$ cat config.mk
export PLATFORM = sky130hd
export DESIGN_NAME = div_rcp_seq
export DESIGN_NICKNAME = d
export VERILOG_FILES = /design/src/rtl/div_pkg.sv /design/src/rtl/div_lzc32.sv /design/src/rtl/div_rcp_seq.sv
export SDC_FILE = /design/constraint.sdc
export NUM_CORES = 1
export LEC_CHECK = 0
export ABC_AREA = 1
export BUFFER_PORTS_ARGS = -buffer_cell sky130_fd_sc_hd__buf_2
export CAP_MARGIN = 20
export CORE_UTILIZATION = 39
export DETAILED_ROUTE_END_ITERATION = 10
export SLEW_MARGIN = 10
export SYNTH_ARGS = -nofsm -noshare
export SYNTH_HDL_FRONTEND = slang
export SYNTH_SLANG_ARGS = --single-unit
$ cat constraint.sdc
create_clock -name clk -period 2.6 [get_ports clk]
set_input_delay 0.52 -clock clk [delete_from_list [all_inputs] [get_ports clk]]
set_output_delay 0.52 -clock clk [all_outputs]
set_load 0.01 [all_outputs]
$ cat src/rtl/div_pkg.sv
// Shared types and constants for the sequential reciprocal divide path.
package div_pkg;

  typedef enum logic [2:0] {
    ST_IDLE,
    ST_NORM,
    ST_LOOK,
    ST_INTERP,
    ST_DENORM,
    ST_DONE
  } div_state_e;

  localparam logic [31:0] DIV_SAT = 32'h7FFF_FFFF;

  localparam int DIV_PNT_W  = 16;
  localparam int DIV_SLP_W  = 8;
  localparam int DIV_FRAC_W = 4;
  localparam int DIV_IDX_W  = 5;

endpackage

$ cat src/rtl/div_lzc32.sv
// Combinational 32-bit leading-zero counter with an all-zero flag.
module div_lzc32 (
  input  logic [31:0] i_data,
  output logic [4:0]  o_cnt,
  output logic        o_zero
);

  // Scanning upward lets the highest set bit make the final assignment.
  always_comb begin
    o_cnt  = '0;
    o_zero = (i_data == 32'd0);
    for (int i = 0; i < 32; i++) begin
      if (i_data[i]) o_cnt = 5'(31 - i);
    end
  end

endmodule

$ cat src/rtl/div_rcp_seq.sv
// Reciprocal controller: normalize, table lookup, interpolate, denormalize,
// then hold the signed result until the consumer takes it.
module div_rcp_seq
  import div_pkg::*;
(
  input  logic                  clk,
  input  logic                  reset_l,
  input  logic                  in_valid,
  output logic                  in_ready,
  input  logic [31:0]           in_data,
  output logic [DIV_IDX_W-1:0]  tbl_idx,
  input  logic [DIV_PNT_W-1:0]  tbl_pnt,
  input  logic [DIV_SLP_W-1:0]  tbl_slp,
  output logic [DIV_PNT_W-1:0]  interp_pnt,
  output logic [DIV_SLP_W-1:0]  interp_slp,
  output logic [DIV_FRAC_W-1:0] interp_frac,
  input  logic [DIV_PNT_W-1:0]  interp_sum,
  output logic                  out_valid,
  input  logic                  out_ready,
  output logic [31:0]           out_data
);

  div_state_e             r_state;
  logic                   r_sign;
  logic                   r_zero;
  logic [31:0]            r_mag;
  logic [4:0]             r_lz;
  logic [DIV_FRAC_W-1:0]  r_normFrac;
  logic [DIV_IDX_W-1:0]   r_tblIdx;
  logic [DIV_PNT_W-1:0]   r_pnt;
  logic [DIV_SLP_W-1:0]   r_slp;
  logic [DIV_FRAC_W-1:0]  r_frac;
  logic [DIV_PNT_W-1:0]   r_sum;
  logic                   r_inReady;
  logic                   r_outValid;
  logic [31:0]            r_outData;

  logic [31:0] w_inMag;
  logic [4:0]  w_lz;
  logic        w_lzZero;
  logic [8:0]  w_normHi;
  logic [4:0]  w_shift;
  logic [31:0] w_r;
  logic [31:0] w_res;

  div_lzc32 u_lzc (
    .i_data (r_mag),
    .o_cnt  (w_lz),
    .o_zero (w_lzZero)
  );

  // Magnitude as unsigned, so the most negative operand maps to 0x8000_0000.
  assign w_inMag  = in_data[31] ? (32'd0 - in_data) : in_data;
  // Only norm[30:22] feeds the table index and the interpolation fraction.
  assign w_normHi = 9'((r_mag << w_lz) >> 22);
  assign w_shift  = 5'd31 - r_lz;
  assign w_r      = {2'b01, r_sum, 14'b0} >> w_shift;
  assign w_res    = r_zero ? DIV_SAT : (r_sign ? ~w_r : w_r);

  assign in_ready    = r_inReady;
  assign out_valid   = r_outValid;
  assign out_data    = r_outData;
  assign tbl_idx     = r_tblIdx;
  assign interp_pnt  = r_pnt;
  assign interp_slp  = r_slp;
  assign interp_frac = r_frac;

  always_ff @(posedge clk or negedge reset_l) begin
    if (!reset_l) begin
      r_state    <= ST_IDLE;
      r_sign     <= 1'b0;
      r_zero     <= 1'b0;
      r_mag      <= '0;
      r_lz       <= '0;
      r_normFrac <= '0;
      r_tblIdx   <= '0;
      r_pnt      <= '0;
      r_slp      <= '0;
      r_frac     <= '0;
      r_sum      <= '0;
      r_inReady  <= 1'b1;
      r_outValid <= 1'b0;
      r_outData  <= '0;
    end else begin
      case (r_state)
        ST_IDLE: begin
          if (in_valid) begin
            r_sign    <= in_data[31];
            r_mag     <= w_inMag;
            r_zero    <= (w_inMag == 32'd0);
            r_inReady <= 1'b0;
            r_state   <= ST_NORM;
          end
        end
        ST_NORM: begin
          r_lz       <= w_lzZero ? 5'd0 : w_lz;
          r_normFrac <= w_normHi[3:0];
          r_tblIdx   <= w_normHi[8:4];
          r_state    <= ST_LOOK;
        end
        ST_LOOK: begin
          r_pnt   <= tbl_pnt;
          r_slp   <= tbl_slp;
          r_frac  <= r_normFrac;
          r_state <= ST_INTERP;
        end
        ST_INTERP: begin
          r_sum   <= interp_sum;
          r_state <= ST_DENORM;
        end
        ST_DENORM: begin
          r_outData  <= w_res;
          r_outValid <= 1'b1;
          r_state    <= ST_DONE;
        end
        ST_DONE: begin
          if (out_ready) begin
            r_outValid <= 1'b0;
            r_inReady  <= 1'b1;
            r_state    <= ST_IDLE;
          end
        end
        default: r_state <= ST_IDLE;
      endcase
    end
  end

endmodule

### Word level (Yosys, flattened, before mapping)

Index checks and enable logic that the tools add are counted.

| storage, ports and cells | value |
|---|---|
| output and inout bits | 67 |
| memories kept | 0 |
| bits in writable memories | 0 |
| ROM bits | 0 |
| logic and storage cells | 79 |
| bits in registers | 129 |
| bits in latches | 0 |

| operators by class | value |
|---|---|
| equality and inequality tests | 7 |
| muxes and demuxes | 44 |
| $add $sub $neg | 2 |
| order comparisons | 0 |
| bitwise logic cells | 1 |
| multiply operators | 0 |
| reduce and logical (&&, ||, !) cells | 9 |
| div/mod/pow operators | 0 |
| shift operators | 2 |

Operators by type and width:

| operator | count |
|---|---|
| two-way mux 5 bit | 33 |
| two-way mux 32 bit | 3 |
| zero test 32 bit | 2 |
| inverter 32 bit | 1 |
| left shift 32 x 5 -> 31 bit | 1 |
| right shift 31 x 5 -> 32 bit | 1 |
| subtractor 1 x 32 -> 32 bit, first input constant | 1 |
| case mux 3 bit (6 select lines) | 1 |
| == test 3 x 2 -> 1 bit, second input constant | 2 |
| == test 3 bit, second input constant | 2 |
| two-way mux 3 bit | 2 |
| AND reduction 2 bit | 3 |
| subtractor 5 bit, first input constant | 1 |
| inequality test 2 bit, second input constant | 2 |
| case mux 1 bit (2 select lines) | 2 |
| nonzero test 2 bit | 2 |
| == test 3 x 1 -> 1 bit, second input constant | 1 |
| zero test 3 bit | 1 |
| two-way mux 1 bit | 3 |
| AND reduction 3 bit | 1 |

### Logic depth before layout (Yosys ltp)

| logic depth | value |
|---|---|
| word-level depth | 33 |
| depth in mapped cells | 41 |
| mapped depth without buffers | 40 |

### Hierarchy

From an unflattened synthesis, not the netlist that was laid out.

| second synthesis, totals | value |
|---|---|
| cell total of the unflattened synthesis | 1,390 |
| area, all modules | 9,049.9 um^2 |

Modules (own cells, without submodules):

| module | instances | seq. area each (um^2) | area each (um^2) | cells each |
|---|---|---|---|---|
| div_rcp_seq | 1 | 3,229.3 | 8,580.7 | 1,284 |
| div_lzc32 | 1 | 0.0 | 469.2 | 106 |

### Least setup slack after synthesis

OpenSTA, ideal clock, no wires.

| timing path | value |
|---|---|
| kind | in2reg |
| from | input port in_data[4] |
| to | register r_zero |
| setup time | 92 ps |
| setup slack | -96 ps |
| stages on the path | 18 |
| arrival time | 2,604 ps |
| cells stage by stage | nor2_1 inv_1 nor4_1 inv_1 nor3_1 nand3b_1 nor2_1 nand3_1 nor3_1 nand2_1 nor2_1 inv_1 nor2_1 nor2_1 xor2_1 nor2_1 nand3b_1 o31ai_2 |

| on the way | value |
|---|---|
| word-level cells in the longest chain between the ends | 3 |

Ends and longest elaborated chain:

| what | RTL line | RTL |
|---|---|---|
| from (decl) | div_rcp_seq.sv:10 | `input logic [31:0] in_data,` |
| subtractor 1 x 32 -> 32 bit | div_rcp_seq.sv:53 | `assign w_inMag = in_data[31] ? (32'd0 - in_data) : in_data;` |
| two-way mux 32 bit (*) | div_rcp_seq.sv:53 |  |
| zero test 32 bit (*) | div_rcp_seq.sv:90 | `r_zero <= (w_inMag == 32'd0);` |
| to (signal assigned) | div_rcp_seq.sv:90 |  |
| to (decl) | div_rcp_seq.sv:25 | `logic r_zero;` |

Mark *: on every way between the ends. The rest lies on a longest branch, timed or not.
A chain may end at the register's enable or synchronous reset.

### Worst setup path in the final report

| timing path | value |
|---|---|
| from | register r_mag[1] |
| to | register r_tblIdx[1] (netlist: tbl_idx[1]) |

| on the way | value |
|---|---|
| word-level cells in the longest chain between the ends | 32 |

Ends and longest elaborated chain:

| what | RTL line | RTL |
|---|---|---|
| from (decl) | div_rcp_seq.sv:26 | `logic [31:0] r_mag;` |
| from (signal assigned) | div_rcp_seq.sv:89 | `r_mag <= w_inMag;` |
| two-way mux 5 bit (31 in a row) | div_lzc32.sv:13 | `if (i_data[i]) o_cnt = 5'(31 - i);` |
| left shift 32 x 5 -> 31 bit (*) | div_rcp_seq.sv:55 | `assign w_normHi = 9'((r_mag << w_lz) >> 22);` |
| to (signal assigned) | div_rcp_seq.sv:98 | `r_tblIdx <= w_normHi[8:4];` |
| to (decl) | div_rcp_seq.sv:29 | `logic [DIV_IDX_W-1:0] r_tblIdx;` |

Marks and branches as above.

==> results.py <==
metrics = {
    "synthesis": {
        "postSynthNetCount": 1289,
        "synth.ff_latch_count": 129,
        "synth_largest_area_cell": "dfrtp_1",
        "synthDominantCellAreaShare_pct": 38.2,
        "synth_enable_flop_cells": 0,
        "async_flop_share_pct": 100,
        "synth_cell_type_count": 42,
        "dominantRegCellSynth": "dfrtp_1",
        "yosysWarnings": 0,
        "synth.cell_area_um2": 8380,
        "yosys-top-cells-area": "dfrtp_1 38%, nand2_1 16%, nand3_1 8.5%",
        "yosysSeqAreaShare_pct": 38.5,
        "syn_avg_cell_area_um2": 6.92,
        "syn-instance-count": 1212,
    },
    "placement": {
        "estimated_wirelength_of_the_detail_placed_design_um": 18000,
        "place_congestion": 0.870,
        "dp_cells": 1656,
        "port_buffers": 142,
        "placedInstanceArea_um2": 9970,
    },
    "pwr": {
        "cellInternalPower_mw": 7.84,
        "pwr-share-clk_pct": 15.5,
        "power.share.switching_pct": 48.0,
        "static-leakage-power_nw": 5.56,
        "switching_power_mw": 7.23,
        "power_frac_comb_pct": 60.4,
        "worst_ir_drop_vdd_mv": 0.589,
        "seqPwrFrac_pct": 24.1,
        "powerDensity_nw_per_um2": 1360,
    },
    "cells_and_area": {
        "fin_cells": 1696,
        "fraction_of_final_layout_cells_sized_beyond_drive_strength_1_pct": 27.9,
        "leading_cell_type_in_the_layout_fill_and_taps_excluded": "nand2_1",
        "fin_area_um2": 11100,
        "total_of_fill_cells_in_the_finished_design": 2055,
        "area_delta_synth_final_pct": 32.4,
        "final_net_count": 1486,
        "antenna-diode-count": 0,
        "most-common-layout-cells": "343 x nand2_1, 139 x buf_2, 128 x dfrtp_1",
    },
    "status": {
        "violations": "setup timing",
        "run_status": "complete, but fails checks",
    },
    "clock_network": {
        "postCtsHoldBufs": 0,
        "cts.reportedPaths.clkPinSlew_ns": 0.06,
        "worstSkewPairLatency_ns": 0.42,
        "cts_buffers": 17,
        "clock-sinks": 129,
        "clk_path_buf_depth": 2,
        "clock_tree_from_tritoncts": "done",
        "root_buffer": "clkbuf_16",
        "cts_max_level": 4,
    },
    "floorplan": {
        "pin_count": 143,
        "design.core.area_um2": 21000,
        "die_x_um": 149,
        "start_util_pct": 39.9,
        "die_h_um": 149,
        "fp.dieArea_um2": 22100,
        "num_rows": 53,
    },
    "global_routing": {
        "globalRoute.totalOverflow": 0,
        "grt_first_pass_wirelength_um": 39300,
        "grtUsageTotal_pct": 22.5,
        "grt_max_degree": 53,
        "initial_antenna_violation_count": 0,
        "grt_pass1_vias": 7733,
    },
    "sta": {
        "fmax_ghz": 0.328,
        "slew-limit-headroom_pct": 45.1,
        "min_period_over_period_pct": 117,
        "finalCriticalPeriod_ns": 3.05,
        "finalHoldViolCount": 0,
        "finalSetupViolations": 9,
        "final.setup_skew_ns": 0.00855,
        "tightestPinTransition_ns": 0.821,
        "final_max_slew_viol_count": 0,
        "finalWorstSetupSlack_ns": -0.449,
        "rsz_0062_raised_after_global_routing": "true",
    },
    "critical_path": {
        "critPathLaunch": "r_mag[1]",
        "worst_r2r_path_depth": 17,
        "reg2reg_from": "r_mag[1]",
        "critical_path_peak_fanout": 11,
        "required_ns": 2.96,
        "criticalPathCategory": "reg -> reg",
        "critPathArrivalTime_ns": 3.41,
        "reg2reg_to": "tbl_idx[1]",
        "startpoint_type": "flop",
        "ff2ff_setup_slack_ns": -0.45,
        "critPathCaptureType": "flop",
        "cp_capture_point": "tbl_idx[1]",
    },
    "drt": {
        "drc": 0,
        "detailedRoute.firstPassIterationCount": 5,
        "vias": 8704,
        "vias_per_cell": 5.13,
        "detail_route.wirelength_um": 25000,
        "drtAntennaViolNets": 0,
        "drt_iter0_markers": 621,
        "wire_per_inst_um": 14.7,
    },
    "min_path": {
        "hold_path.class": "in -> async",
    },
    "flow_run": {
        "cap_viol_max_count": 0,
    },
}
## metrics by stage
| stage | hold WS (ns) | TNS (ns) | util (%) | power, mW | setup WS [ns] |
|---|---|---|---|---|---|
| finish | 0.0329 | -3.33 | 52.8 | 15.1 | -0.449 |
| detailed placement | 0.453 | -3.80 | 47.4 | 11.6 | -0.362 |
| CTS | 0.0404 | -2.65 | 51.3 | 14.5 | -0.308 |
| global placement | 0.450 | -3.80 | 47.4 | 11.5 | -0.372 |
| floorplan | 0.224 | 0 | - | 8.91 | 0.00529 |
| global route | 0.0570 | -6.99 | 52.8 | 16.3 | -0.778 |
## per-layer routing
layer / GRT usage (%) / vias up / part of all wire (%)
li1: - / 4438 / -
met1: 33.4 / 3927 / 49
met3: 3.77 / 26 / 6.3
met4: 7.63 / 0 / 1.5
met2: 32.9 / 313 / 43
met5: 0 / - / 0
## worst max-delay path, cell delays in order (launching register included)
cell      delay [ns]
dfrtp_1         0.39
buf_4           0.13
buf_4           0.13
nor2_1          0.09
inv_1           0.06
nor3_1          0.25
inv_1           0.07
a21oi_1         0.18
o21bai_1        0.10
a21oi_1         0.14
nor2_1          0.10
nor2_1          0.63
inv_1           0.18
nor2_1          0.24
nor2_2          0.06
nand2_1         0.09
nand3_2         0.08
nand2_1         0.07
## synthesized netlist by cell type, types with 4 or more instances
| cell | count |
|---|---|
| a21oi_1 | 44 |
| buf_1 | 10 |
| clkbuf_1 | 48 |
| dfrtp_1 | 128 |
| inv_1 | 102 |
| mux2_2 | 28 |
| nand2_1 | 357 |
| nand3_1 | 142 |
| nand3b_1 | 4 |
| nand4_1 | 6 |
| nor2_1 | 85 |
| nor3_1 | 15 |
| nor4_1 | 12 |
| o21ai_0 | 126 |
| o21ai_1 | 7 |
| o22ai_1 | 10 |
| o311ai_0 | 11 |
| o31ai_1 | 13 |
| xnor2_1 | 15 |
| xor2_1 | 14 |
## state kept, by name, indices dropped and copies added, names as in the netlist, 3 cells and up
name	cells
interp_frac	4
interp_pnt	16
interp_slp	8
out_data	32
r_lz	5
r_mag	32
r_normFrac	4
r_state	3
r_sum	16
tbl_idx	5
## power groups by stage
stage / Sequential, mW / Clock [mW] / Combinational (mW)
6_report: 3.63 / 2.33 / 9.10
5_1_grt: 3.76 / 2.46 / 10.1
2_1_floorplan: 3.70 / 0 / 5.21
3_5_place_dp: 3.62 / 0 / 7.98
4_1_cts: 3.60 / 2.37 / 8.50
3_3_place_gp: 3.59 / 0 / 7.94
## cells by family (layout without fill, tap and decap cells)
kind of cell	Yosys count	count (layout)	share of synthesized area [%]
mux	28	28	3.76
xor+xnor	29	29	3.03
compound gates	226	226	15.1
fa+ha+maj	1	1	0.149
buf+inv	171	377	7.92
simple gates	628	631	31.5
flops	129	129	38.5
## cell type report
class                   instances  area, um^2  area share (%)
repair buffers                240        1610            14.5
clock inverters                13         140            1.26
multi-input cells             915        4950            44.6
flip-flops and latches        129        3230            29.1
clock buffers                  18         429            3.87
inverters                     106         398            3.58
well taps                     275         344            3.10
## timing repair
action / 4_1_cts / 5_1_grt
gates cloned: 4 / 2
buffers inserted: 1 / 2
pin swaps: 27 / 29
gates resized for setup: 32 / 64
hold endpoints to repair: 0 / 0
endpoints found under the setup margin: 9 / 15
## worst min-delay path by stage
stage,from,endpoint,slack [ns],depth (start not counted)
final,reset_l,out_data[29],0.03,1
after global routing,reset_l,out_data[13],0.06,1
after global placement,in_ready,in_ready,0.45,2
after floorplan,reset_l,interp_frac[0],0.22,0
after detailed placement,in_ready,in_ready,0.45,2
after CTS,reset_l,out_data[29],0.04,1
(Power assumes the default switching activity.)
